**config.mk**
```make
export PLATFORM = sky130hd
export DESIGN_NAME = jtkiwi_vtimer
export DESIGN_NICKNAME = d
export VERILOG_FILES = /design/src/rtl/jtkiwi_pkg.sv /design/src/rtl/jtkiwi_vtimer_cen.sv /design/src/rtl/jtkiwi_vtimer.sv
export SDC_FILE = /design/constraint.sdc
export NUM_CORES = 1
export LEC_CHECK = 0
export CAP_MARGIN = 20
export CORE_MARGIN = 2
export CORE_UTILIZATION = 46
export DETAILED_ROUTE_END_ITERATION = 8
export PLACE_DENSITY = 0.78
export SLEW_MARGIN = 20
export SYNTH_ARGS = -nofsm -noshare
export SYNTH_HDL_FRONTEND = slang
export SYNTH_SLANG_ARGS = --single-unit
```
**constraint.sdc**
```tcl
create_clock -name clk -period 2.31 [get_ports clk]
set_input_delay 0.231 -clock clk [delete_from_list [all_inputs] [get_ports clk]]
set_output_delay 0.231 -clock clk [all_outputs]
set_load 0.02 [all_outputs]
```
**src/rtl/jtkiwi_pkg.sv**
```systemverilog
// Shared video timing defaults for the Kiwi video path (vtimer and video top).
// Helpers here are pure combinational utilities on 9-bit counters.
package jtkiwi_pkg;

    localparam int DEF_HTOTAL   = 384;
    localparam int DEF_VTOTAL   = 264;
    localparam int DEF_HB_START = 256;
    localparam int DEF_VB_START = 240;
    localparam int DEF_VB_END   = 16;
    localparam int DEF_HS_START = 288;
    localparam int DEF_HS_LEN   = 32;
    localparam int DEF_VS_START = 248;
    localparam int DEF_VS_LEN   = 4;

    typedef logic [8:0] cnt_t;

    // True when v lies in the half-open window [lo, lo+len).
    function automatic logic in_window(input cnt_t v, input int lo, input int len);
        int vi;
        vi = int'(v);
        return (vi >= lo) && (vi < lo + len);
    endfunction

    function automatic cnt_t wrap_inc(input cnt_t v, input cnt_t last);
        return (v == last) ? '0 : v + 9'd1;
    endfunction

endpackage

```
**src/rtl/jtkiwi_vtimer_cen.sv**
```systemverilog
// Pixel clock enables derived from a free-running 2-bit divider on clk.
// Enables are registered so the first pxl_cen after reset lands on the 4th clk.
module jtkiwi_vtimer_cen (
    input  logic clk,
    input  logic rstn,
    output logic pxl2_cen,
    output logic pxl_cen
);

    logic [1:0] div_reg;

    always_ff @(posedge clk or negedge rstn) begin
        if (!rstn) begin
            div_reg  <= 2'd0;
            pxl2_cen <= 1'b0;
            pxl_cen  <= 1'b0;
        end else begin
            div_reg  <= div_reg + 2'd1;
            pxl2_cen <= div_reg[0];
            pxl_cen  <= (div_reg == 2'd3);
        end
    end

endmodule

```
**src/rtl/jtkiwi_vtimer.sv**
```systemverilog
// Video timing generator: pixel/line counters, blanking, sync, vblank irq
// and the flip-adjusted line the renderer prepares next.
module jtkiwi_vtimer
    import jtkiwi_pkg::*;
#(
    parameter int HTOTAL   = DEF_HTOTAL,
    parameter int VTOTAL   = DEF_VTOTAL,
    parameter int HB_START = DEF_HB_START,
    parameter int VB_START = DEF_VB_START,
    parameter int VB_END   = DEF_VB_END,
    parameter int HS_START = DEF_HS_START,
    parameter int HS_LEN   = DEF_HS_LEN,
    parameter int VS_START = DEF_VS_START,
    parameter int VS_LEN   = DEF_VS_LEN
) (
    input  logic       clk,
    input  logic       rstn,
    input  logic       flip,
    input  logic       irq_ack,
    output logic       pxl2_cen,
    output logic       pxl_cen,
    output logic [8:0] hdump,
    output logic [8:0] vdump,
    output logic [8:0] vrender,
    output logic       LHBL,
    output logic       LVBL,
    output logic       HS,
    output logic       VS,
    output logic       irq_n
);

    localparam cnt_t H_LAST  = cnt_t'(HTOTAL - 1);
    localparam cnt_t V_LAST  = cnt_t'(VTOTAL - 1);
    localparam cnt_t VB_LINE = cnt_t'(VB_START);
    localparam cnt_t HB_PIX  = cnt_t'(HB_START);

    cnt_t hdump_next;
    cnt_t vdump_next;
    cnt_t vnext_line;
    logic h_wrap;
    logic irq_set;

    jtkiwi_vtimer_cen u_cen (
        .clk      (clk),
        .rstn     (rstn),
        .pxl2_cen (pxl2_cen),
        .pxl_cen  (pxl_cen)
    );

    always_comb begin
        h_wrap     = (hdump == H_LAST);
        hdump_next = wrap_inc(hdump, H_LAST);
        vdump_next = h_wrap ? wrap_inc(vdump, V_LAST) : vdump;
        irq_set    = pxl_cen && h_wrap && (vdump_next == VB_LINE);
    end

    // Blanking/sync are computed from the next counter values so they stay
    // aligned with hdump/vdump in the same cycle.
    always_ff @(posedge clk or negedge rstn) begin
        if (!rstn) begin
            hdump <= '0;
            vdump <= '0;
            LHBL  <= 1'b1;
            LVBL  <= 1'b0;
            HS    <= 1'b0;
            VS    <= 1'b0;
            irq_n <= 1'b1;
        end else begin
            if (pxl_cen) begin
                hdump <= hdump_next;
                vdump <= vdump_next;
                LHBL  <= (hdump_next < HB_PIX);
                HS    <= in_window(hdump_next, HS_START, HS_LEN);
                if (h_wrap) begin
                    LVBL <= in_window(vdump_next, VB_END, VB_START - VB_END);
                    VS   <= in_window(vdump_next, VS_START, VS_LEN);
                end
            end
            // A new vblank edge takes priority over a simultaneous acknowledge.
            if (irq_set) begin
                irq_n <= 1'b0;
            end else if (irq_ack) begin
                irq_n <= 1'b1;
            end
        end
    end

    always_comb begin
        vnext_line = wrap_inc(vdump, V_LAST);
        vrender    = flip ? (V_LAST - vnext_line) : vnext_line;
    end

endmodule

```
Yosys cells after proc, flatten, opt, wreduce, memory -nomap -nowiden

Cells that the tools add are included.

Add/subtract/negate cells: 4
Magnitude comparators: 7
Equal/unequal tests: 4
Muxes and demuxes: 6
Reduce and logical (&&, ||, !) cells: 7

Operator list:

| kind                                                                                | number |
|---|---|
| 9-bit 2-to-1 mux                                                                    | 4 |
| 9-bit by 1-bit adder with 9-bit output, second input constant                       | 2 |
| 9-bit equality test, second input constant                                          | 2 |
| 9-bit by 8-bit less-than comparator with 1-bit output, second input constant        | 2 |
| 9-bit less-than comparator, second input constant                                   | 2 |
| 9-bit by 8-bit equality test with 1-bit output, second input constant               | 1 |
| 9-bit by 5-bit greater-or-equal comparator with 1-bit output, second input constant | 1 |
| 9-bit by 8-bit greater-or-equal comparator with 1-bit output, second input constant | 1 |
| 9-bit greater-or-equal comparator, second input constant                            | 1 |
| 9-bit subtractor, first input constant                                              | 1 |
| 1-bit logical AND                                                                   | 5 |
| 2-bit by 1-bit adder with 2-bit output, second input constant                       | 1 |
| 2-bit equality test, second input constant                                          | 1 |
| 1-bit 2-to-1 mux                                                                    | 2 |
| 2-bit AND reduction                                                                 | 1 |
| 2-bit nonzero test                                                                  | 1 |

Register bits after elaboration: 27
Input bits: 4
Output and inout port bits: 34
Logic and storage cells: 38

Depth between registers and ports, before layout

Gate-level depths: netlist of run 1.

Depth after elaboration: 6
Mapped depth: 8
Mapped depth without buffers: 7

Cells and area by module

From an unflattened synthesis of run 1, not the netlist that was laid out.

Cells, all modules: 186
Area, all modules: 1710.4 um^2

Modules (own cells, without submodules):

| module            | times used | cells each | area an instance (um^2) | seq. area each (um^2) |
|---|---|---|---|---|
| jtkiwi_vtimer     | 1          | 180        | 1594.0                  | 578.1 |
| jtkiwi_vtimer_cen | 1          | 6          | 116.4                   | 100.1 |

Worst setup path before layout of run 1

OpenSTA, ideal clock, no wires.

Path kind: reg-to-reg
From: register hdump[0]
To: register LVBL
Arrival time: 2.253 ns
Slack: -0.065 ns
Stages on the path, launching flop included: 9
Period minus slack after synthesis: 2.375 ns
Cells stage by stage: dfrtp_1 ha_1 nand4_4 or2_1 buf_6 o31a_1 a2111oi_2 nand2_1 a32o_1

Word-level cells in the longest chain between the ends: 4
Elaborated cells on any way between the ends: 6
Classes of those cells: order compare: 2; eq/ne: 1; mux: 1; reduce/logical: 2

Ends and longest elaborated chain:

| element                                                                                                                               | line                | source |
|---|---|---|
| start: declaration                                                                                                                    | jtkiwi_vtimer.sv:22 | `output logic [8:0] hdump,` |
| start signal: assignment                                                                                                              | jtkiwi_vtimer.sv:70 | `hdump <= hdump_next;` |
| 9-bit equality test *                                                                                                                 | jtkiwi_vtimer.sv:51 | `h_wrap = (hdump == H_LAST);` |
| 9-bit 2-to-1 mux                                                                                                                      | jtkiwi_vtimer.sv:53 | `vdump_next = h_wrap ? wrap_inc(vdump, V_LAST) : vdump;` |
| 9-bit by 5-bit greater-or-equal comparator with 1-bit output or 9-bit by 8-bit less-than comparator with 1-bit output (tied branches) | jtkiwi_pkg.sv:21    | `return (vi >= lo) && (vi < lo + len);` |
| 1-bit logical AND                                                                                                                     | jtkiwi_pkg.sv:21    |  |
| end signal: assignment                                                                                                                | jtkiwi_vtimer.sv:75 | `LVBL <= in_window(vdump_next, VB_END, VB_START - VB_END);` |
| end: declaration                                                                                                                      | jtkiwi_vtimer.sv:26 | `output logic LVBL,` |

Every way passes the cells marked *; elsewhere a longest branch is shown, timed or not.
A chain may end at the register's enable or synchronous reset.

Worst setup path in the final report of run 1

From: register vdump[5]
To: output port vrender[8]

Word-level cells in the longest chain between the ends: 4
Elaborated cells on any way between the ends: 5
Classes of those cells: add/sub: 2; eq/ne: 1; mux: 2

Ends and longest elaborated chain:

| element                                                                       | line                | source |
|---|---|---|
| start: declaration                                                            | jtkiwi_vtimer.sv:23 | `output logic [8:0] vdump,` |
| start signal: assignment                                                      | jtkiwi_vtimer.sv:71 | `vdump <= vdump_next;` |
| 9-bit by 1-bit adder with 9-bit output or 9-bit equality test (tied branches) | jtkiwi_pkg.sv:25    | `return (v == last) ? '0 : v + 9'd1;` |
| 9-bit 2-to-1 mux *                                                            | jtkiwi_pkg.sv:25    |  |
| 9-bit subtractor                                                              | jtkiwi_vtimer.sv:90 | `vrender = flip ? (V_LAST - vnext_line) : vnext_line;` |
| 9-bit 2-to-1 mux *                                                            | jtkiwi_vtimer.sv:90 |  |
| end: declaration                                                              | jtkiwi_vtimer.sv:24 | `output logic [8:0] vrender,` |

Marks and branches as above.

==> flow_metrics.py, run 1 <==
metrics = {
    "layout": {
        "final_util_pct": 68.8,
        "drive_above_1_share_pct": 25.2,
        "multi_input_area_um2": 1130,
        "final_nets": 291,
        "seqCellArea_um2": 683,
        "fillCellCount": 300,
        "antenna_cells": 0,
        "syn2layout_area_growth_pct": 41.2,
    },
    "power_and_ir_drop": {
        "powerDensity_nw_per_um2": 309,
        "netSwitchingFraction_pct": 22.9,
        "leakagePower_nw": 1.11,
        "max-vdd-ir-drop_v": 0.000355,
        "p_int_mw": 0.614,
        "combPwrFrac_pct": 4.7,
        "p_sw_mw": 0.183,
        "pwr-share-clk_pct": 36.0,
        "seq_power_share_pct": 59.3,
    },
    "placed_design": {
        "hpwl_um": 3550,
        "portBuffers": 37,
        "gp_congestion": 0.896,
    },
    "global_routing": {
        "grt_max_degree": 28,
        "track_usage_pct": 23.3,
        "grt_pass1_vias": 1772,
        "grt-ovfl-total": 0,
        "antenna_found_initial": 0,
        "grt_pass1_wl_um": 8050,
    },
    "sta": {
        "fmax_mhz": 444,
        "whs_ns": 0.316,
        "slew_headroom_pct": 68.8,
        "slew_viol_final": 0,
        "layout_min_cycle_time_ns": 2.25,
        "hold_viol_final": 0,
        "rsz0062_at_grt": "yes",
        "skew_ns": 0.00466,
        "setup_viol": 0,
        "timing.final.crit_share_pct": 97.6,
        "worstMarginPinSlew_ns": 0.464,
    },
    "critical_path": {
        "reg2reg_depth": 8,
        "crit_family": "simple AND/OR/NAND/NOR gates",
        "crit_cells": 8,
        "slowest_stage": "dfrtp_1",
        "path_cells": "buf_4 -> nand4_1 -> nor2_2 -> xnor2_1 -> nand2_1 -> nor3b_2 -> o21ba_1 -> buf_2",
        "path_buf_inv": 2,
        "crit_start": "vdump[5]",
        "slowest_delay_ns": 0.45,
        "start_kind": "register",
        "ff2ff_setup_slack_ns": 0.13,
        "rr_startpoint": "vdump[6]",
        "endpoint": "vrender[8]",
        "cp_max_fo": 6,
        "critPathArrivalTime_ns": 2.02,
        "endpoint_kind": "output pin",
        "worstReg2RegEnd": "LVBL",
        "cp.required_ns": 2.08,
        "crit_type": "register to output pin",
    },
    "synthesis": {
        "synthArstFlopShare_pct": 100,
        "ys_top_cells_by_count": "nand2_1, dfrtp_1, nor2_1, xnor2_1, nand3_1",
        "synthTopCellsByArea": "dfrtp_1, xnor2_1, nand2_1, nor2_1, nand3_1",
        "avgSynthCellArea_um2": 8.48,
        "syn_nets": 223,
        "synth.ff_latch_count": 27,
        "synth_top_area_share_pct": 34.3,
        "yosysMostFrequentCell": "nand2_1",
        "syn_area_um2": 1820,
        "synth-edff-count": 0,
        "synth_cell_types": 43,
        "seq_area_frac_synth_pct": 37.2,
        "synth_warnings": 0,
        "synth_cells": 215,
        "yosysTopAreaCell": "dfrtp_1",
        "synth-main-ff-cell": "dfrtp_1",
    },
    "routing": {
        "routed_wl_um": 4870,
        "ant_nets": 0,
        "avgViaCountPerCell": 5.61,
        "first_pass_iters": 4,
        "vias": 1850,
        "drc": 0,
        "drt-initial-drc-count": 120,
        "routedWlPerCell_um": 14.8,
    },
    "flow_run": {
        "cap_violations": 0,
    },
    "clocking": {
        "clockBufferDepth": 2,
        "h-tree-depth": 1,
        "cts.clk_slew.worst_paths_ns": 0.10,
        "hold_buffers": 0,
        "clock_latency_ns": 0.28,
        "cts_made_buffers": 3,
        "cts.sink_count": 27,
        "tritoncts": "yes",
        "root_buffer": "clkbuf_8",
    },
    "floorplanning": {
        "row_count": 22,
        "die_h_um": 67.0,
        "io-pin-count": 38,
        "die_w_um": 67.0,
        "core_um2": 3740,
        "start_util_pct": 48.7,
        "design.die.area_um2": 4490,
    },
    "min_path": {
        "min_path_type": "input pin to async pin",
    },
    "status": {
        "status": "finished clean",
    },
}
layout by cell type (no fill, tap or decap), types with 3 or more instances in the layout:
| cell type | synthesis | routed |
|---|---|---|
| dlygate4sd2_1 | 0 | 4 |
| dfrtp_1 | 25 | 21 |
| buf_4 | 0 | 40 |
| a21oi_1 | 11 | 10 |
| xnor2_1 | 14 | 13 |
| mux2i_1 | 3 | 3 |
| and2_1 | 3 | 3 |
| nor2_1 | 21 | 18 |
| mux2_2 | 3 | 3 |
| nor4_1 | 4 | 4 |
| o21ai_0 | 12 | 12 |
| nand2_1 | 29 | 29 |
| nor2_2 | 1 | 3 |
| clkdlybuf4s50_1 | 0 | 29 |
| o22ai_1 | 3 | 3 |
| and3_1 | 4 | 4 |
| xor2_1 | 7 | 7 |
| dfrtp_2 | 0 | 4 |
| nor3_1 | 4 | 3 |
| nand4_1 | 6 | 6 |
| clkbuf_8 | 0 | 3 |
| o21ai_1 | 3 | 3 |
| inv_1 | 3 | 3 |
| or2_1 | 3 | 3 |
| nand3_1 | 13 | 13 |
per-stage QoR:
stage               worst slack, ns  setup TNS, ns  instance area (um^2)  std cells  power (mW)
floorplan                   0.00458              0                  1830        215       0.495
global placement             0.0107              0                  2480        324       0.521
detailed placement          -0.0681         -0.105                  2480        324       0.522
CTS                          0.0512              0                  2520        328       0.809
global route                -0.0702        -0.0964                  2580        330       0.828
finish                       0.0561              0                  2580        330       0.797
power by group through the flow:
stage | Combinational, mW | Clock [mW] | Sequential [mW]
after floorplan | 0.0136 | 0 | 0.482
after global placement | 0.0394 | 0 | 0.482
after detailed placement | 0.0404 | 0 | 0.482
after CTS | 0.0382 | 0.298 | 0.472
after global routing | 0.0425 | 0.313 | 0.473
final | 0.0375 | 0.287 | 0.472
cells by family (layout without fill, tap and decap cells):
family / count (synthesis) / in the layout / synth area share, %
muxes: 6 / 6 / 3.50
adders and majority gates: 4 / 4 / 2.74
buffers and inverters: 17 / 84 / 4.32
xor gates and xnor gates: 21 / 21 / 10.1
and+or+nand+nor: 99 / 99 / 28.1
DFF: 27 / 27 / 37.2
AOI/OAI and AO/OA: 41 / 41 / 14.1
cell type report:
type,instances,area share (%)
Multi-Input combinational cell,171,43.7
Sequential cell,27,26.5
Timing Repair Buffer,77,25.1
Tap cell,48,2.33
Clock buffer,3,1.60
Inverter,3,0.437
Clock inverter,1,0.340
what timing repair did:
action                                  in CTS  in global routing
setup buffers                                0                  2
pin swaps                                    0                  1
endpoints found under the setup margin       8                  8
gates resized for setup                     18                 14
gates cloned                                 0                  0
layer usage:
metal | wire, um | global-route usage, % | up-vias
met1 | 2150 | 29.6 | 899
li1 | - | - | 891
met3 | 235 | 4.22 | 8
met2 | 2410 | 39.8 | 52
met5 | 0 | 0 | -
met4 | 76 | 7.40 | 0
worst min path at each step:
stage | startpoint | end | slack (ns)
after CTS | rstn | u_cen.pxl2_cen | 0.33
final | rstn | u_cen.pxl2_cen | 0.32
after detailed placement | u_cen.div_reg[0] | u_cen.pxl2_cen | 0.40
after floorplan | rstn | HS | -0.06
after global placement | u_cen.div_reg[0] | u_cen.pxl2_cen | 0.40
after global routing | rstn | u_cen.pxl2_cen | 0.36
Power figures use the tool's default switching activity.
==> run 2, diff against run 1 <==
- CORE_MARGIN: 2 -> unset
- SLEW_MARGIN: 20 -> unset
==> run 2 against run 1 <==
Against the previous run: critical path depth is 2 lower; cell area is 2.3% higher; cell count is 1.2% higher; wire length is 7.1% higher; sequential share of layout area is 0.60 points lower; clock skew is 0.0014 ns higher; highest routed layer unchanged.
==> flow_metrics.py, run 2 (synthesized netlist as in run 1, its figures left out) <==
metrics = {
    "layout": {
        "final_util_pct": 70.4,
        "design_area_um2": 2640,
        "drive_above_1_share_pct": 25.5,
        "final_cell_mix": "buf_4, nand2_1, clkdlybuf4s50_1, dfrtp_1, nor2_1",
        "syn2layout_area_growth_pct": 44.5,
        "final_nets": 295,
        "layout_commonest_cell": "buf_4",
        "antenna_cells": 0,
        "fin_cells": 334,
    },
    "floorplanning": {
        "io-pin-count": 38,
        "row_count": 22,
        "core_um2": 3740,
        "die_h_um": 65.0,
        "start_util_pct": 48.7,
        "design.die.area_um2": 4220,
        "die_w_um": 65.0,
    },
    "global_routing": {
        "track_usage_pct": 25.3,
        "grt_pass1_vias": 1772,
        "grt_max_degree": 28,
        "grt_pass1_wl_um": 8210,
        "grt-ovfl-total": 0,
        "antenna_found_initial": 0,
    },
    "power_and_ir_drop": {
        "max-vdd-ir-drop_v": 0.000366,
        "combPwrFrac_pct": 5.0,
        "powerDensity_nw_per_um2": 303,
        "netSwitchingFraction_pct": 22.9,
        "pwr-share-clk_pct": 35.9,
        "leakagePower_nw": 1.13,
        "seq_power_share_pct": 59.1,
        "p_sw_mw": 0.183,
        "p_int_mw": 0.616,
    },
    "routing": {
        "drc": 0,
        "routed_wl_um": 5220,
        "avgViaCountPerCell": 5.79,
        "drt-initial-drc-count": 192,
        "routedWlPerCell_um": 15.6,
        "ant_nets": 0,
        "vias": 1934,
        "first_pass_iters": 5,
    },
    "placed_design": {
        "place_ws_ns": -0.0486,
        "dp_cells": 325,
        "portBuffers": 37,
        "placed_cell_area_um2": 2480,
        "gp_congestion": 0.890,
        "hpwl_um": 3720,
    },
    "flow_run": {
        "cap_violations": 0,
    },
    "clocking": {
        "clockBufferDepth": 2,
        "cts_made_buffers": 3,
        "root_buffer": "clkbuf_8",
        "hold_buffers": 0,
        "tritoncts": "yes",
        "clock_latency_ns": 0.28,
        "cts.sink_count": 27,
        "cts.clk_slew.worst_paths_ns": 0.10,
        "h-tree-depth": 1,
    },
    "min_path": {
        "min_path_type": "input pin to async pin",
    },
    "critical_path": {
        "ff2ff_setup_slack_ns": 0.07,
        "slowest_delay_ns": 0.43,
        "path_cells": "ha_4 -> and2_1 -> nand4_1 -> nand2_1 -> xnor2_1 -> dlygate4sd2_1",
        "start_kind": "register",
        "slowest_stage": "dfrtp_1",
        "critPathArrivalTime_ns": 2.07,
        "endpoint_kind": "output pin",
        "crit_type": "register to output pin",
        "cp_max_fo": 6,
        "cp.required_ns": 2.08,
    },
    "sta": {
        "rsz0062_at_grt": "yes",
        "setup_tns_ns": 0,
        "slew_viol_final": 0,
        "worstMarginPinSlew_ns": 0.492,
        "layout_min_cycle_time_ns": 2.30,
        "hold_viol_final": 0,
        "slew_headroom_pct": 66.7,
        "skew_ns": 0.00610,
        "setup_viol": 0,
        "setup_ws_ns": 0.00593,
        "fmax_mhz": 434,
        "timing.final.crit_share_pct": 99.7,
    },
    "status": {
        "status": "finished clean",
    },
}
[run 2: changes by cell type in the layout (fill, tap and decap cells not counted)]
cell	previous run	this run
clkdlybuf4s15_2	0	1
buf_4	40	42
ha_4	0	1
clkdlybuf4s15_1	0	2
a21oi_2	1	0
buf_6	0	2
buf_2	2	1
clkbuf_2	2	0
a21oi_1	10	11
nand3_2	0	1
nand3_1	13	12
ha_2	2	1
nor2_4	1	0
nor2_2	3	4
[run 2: repair_timing]
item / 4_1_cts / 5_1_grt
endpoints found under the hold margin: 0 / 0
pin swaps: 0 / 1
resized for setup: 17 / 13
endpoints found under the setup margin: 8 / 8
buffers inserted: 0 / 5
[run 2: area by class of cell]
class	instances	area, um^2
Multi-Input combinational cell	171	1130
Fill cell	313	1110
Timing Repair Buffer	81	699
Sequential cell	27	683
Tap cell	48	60.1
Clock buffer	3	41.3
Inverter	3	11.3
Clock inverter	1	8.76
[run 2: final timing paths]
path / start / endpoint / depth (start not counted)
max reg2reg: hdump[1] / irq_n / 8
max: vdump[0] / vrender[1] / 6
max in group asynchronous: rstn / irq_n / 2
min reg2reg: u_cen.div_reg[0] / u_cen.pxl2_cen / 0
min: rstn / hdump[7] / 2
min in group clk: u_cen.div_reg[0] / u_cen.pxl2_cen / 0
[run 2: critical path: cells and delay by family (launching register included)]
family                     cells  cell delay, ns
xor gates and xnor gates       1            0.12
and+or+nand+nor                3            0.69
adders and majority gates      1            0.20
buffers and inverters          1            0.35
DFF                            1            0.43
[run 2: metrics by stage]
stage | power, mW | hold slack [ns]
3_3_place_gp | 0.522 | 0.397
2_1_floorplan | 0.495 | -0.0646
3_5_place_dp | 0.524 | 0.401
4_1_cts | 0.812 | 0.322
6_report | 0.800 | 0.320
5_1_grt | 0.825 | 0.367
[run 2: power by group through the flow]
stage | Clock (mW) | Combinational (mW) | Sequential (mW)
after floorplan | 0 | 0.0136 | 0.482
after global placement | 0 | 0.0408 | 0.482
after detailed placement | 0 | 0.0423 | 0.482
after CTS | 0.299 | 0.0406 | 0.472
after global routing | 0.309 | 0.0441 | 0.473
final | 0.287 | 0.0402 | 0.472
[run 2: layer usage]
metal  GRT usage (%)  routed length (um)
met3            4.23                 367
met1            31.4                2140
met4            9.72                 145
met5               0                   0
met2            43.2                2570
==> run 3, diff against run 2 <==
- SLEW_MARGIN: unset -> 20
==> results of run 3 <==
Final layout, timing and power as in run 2 (identical DEF).
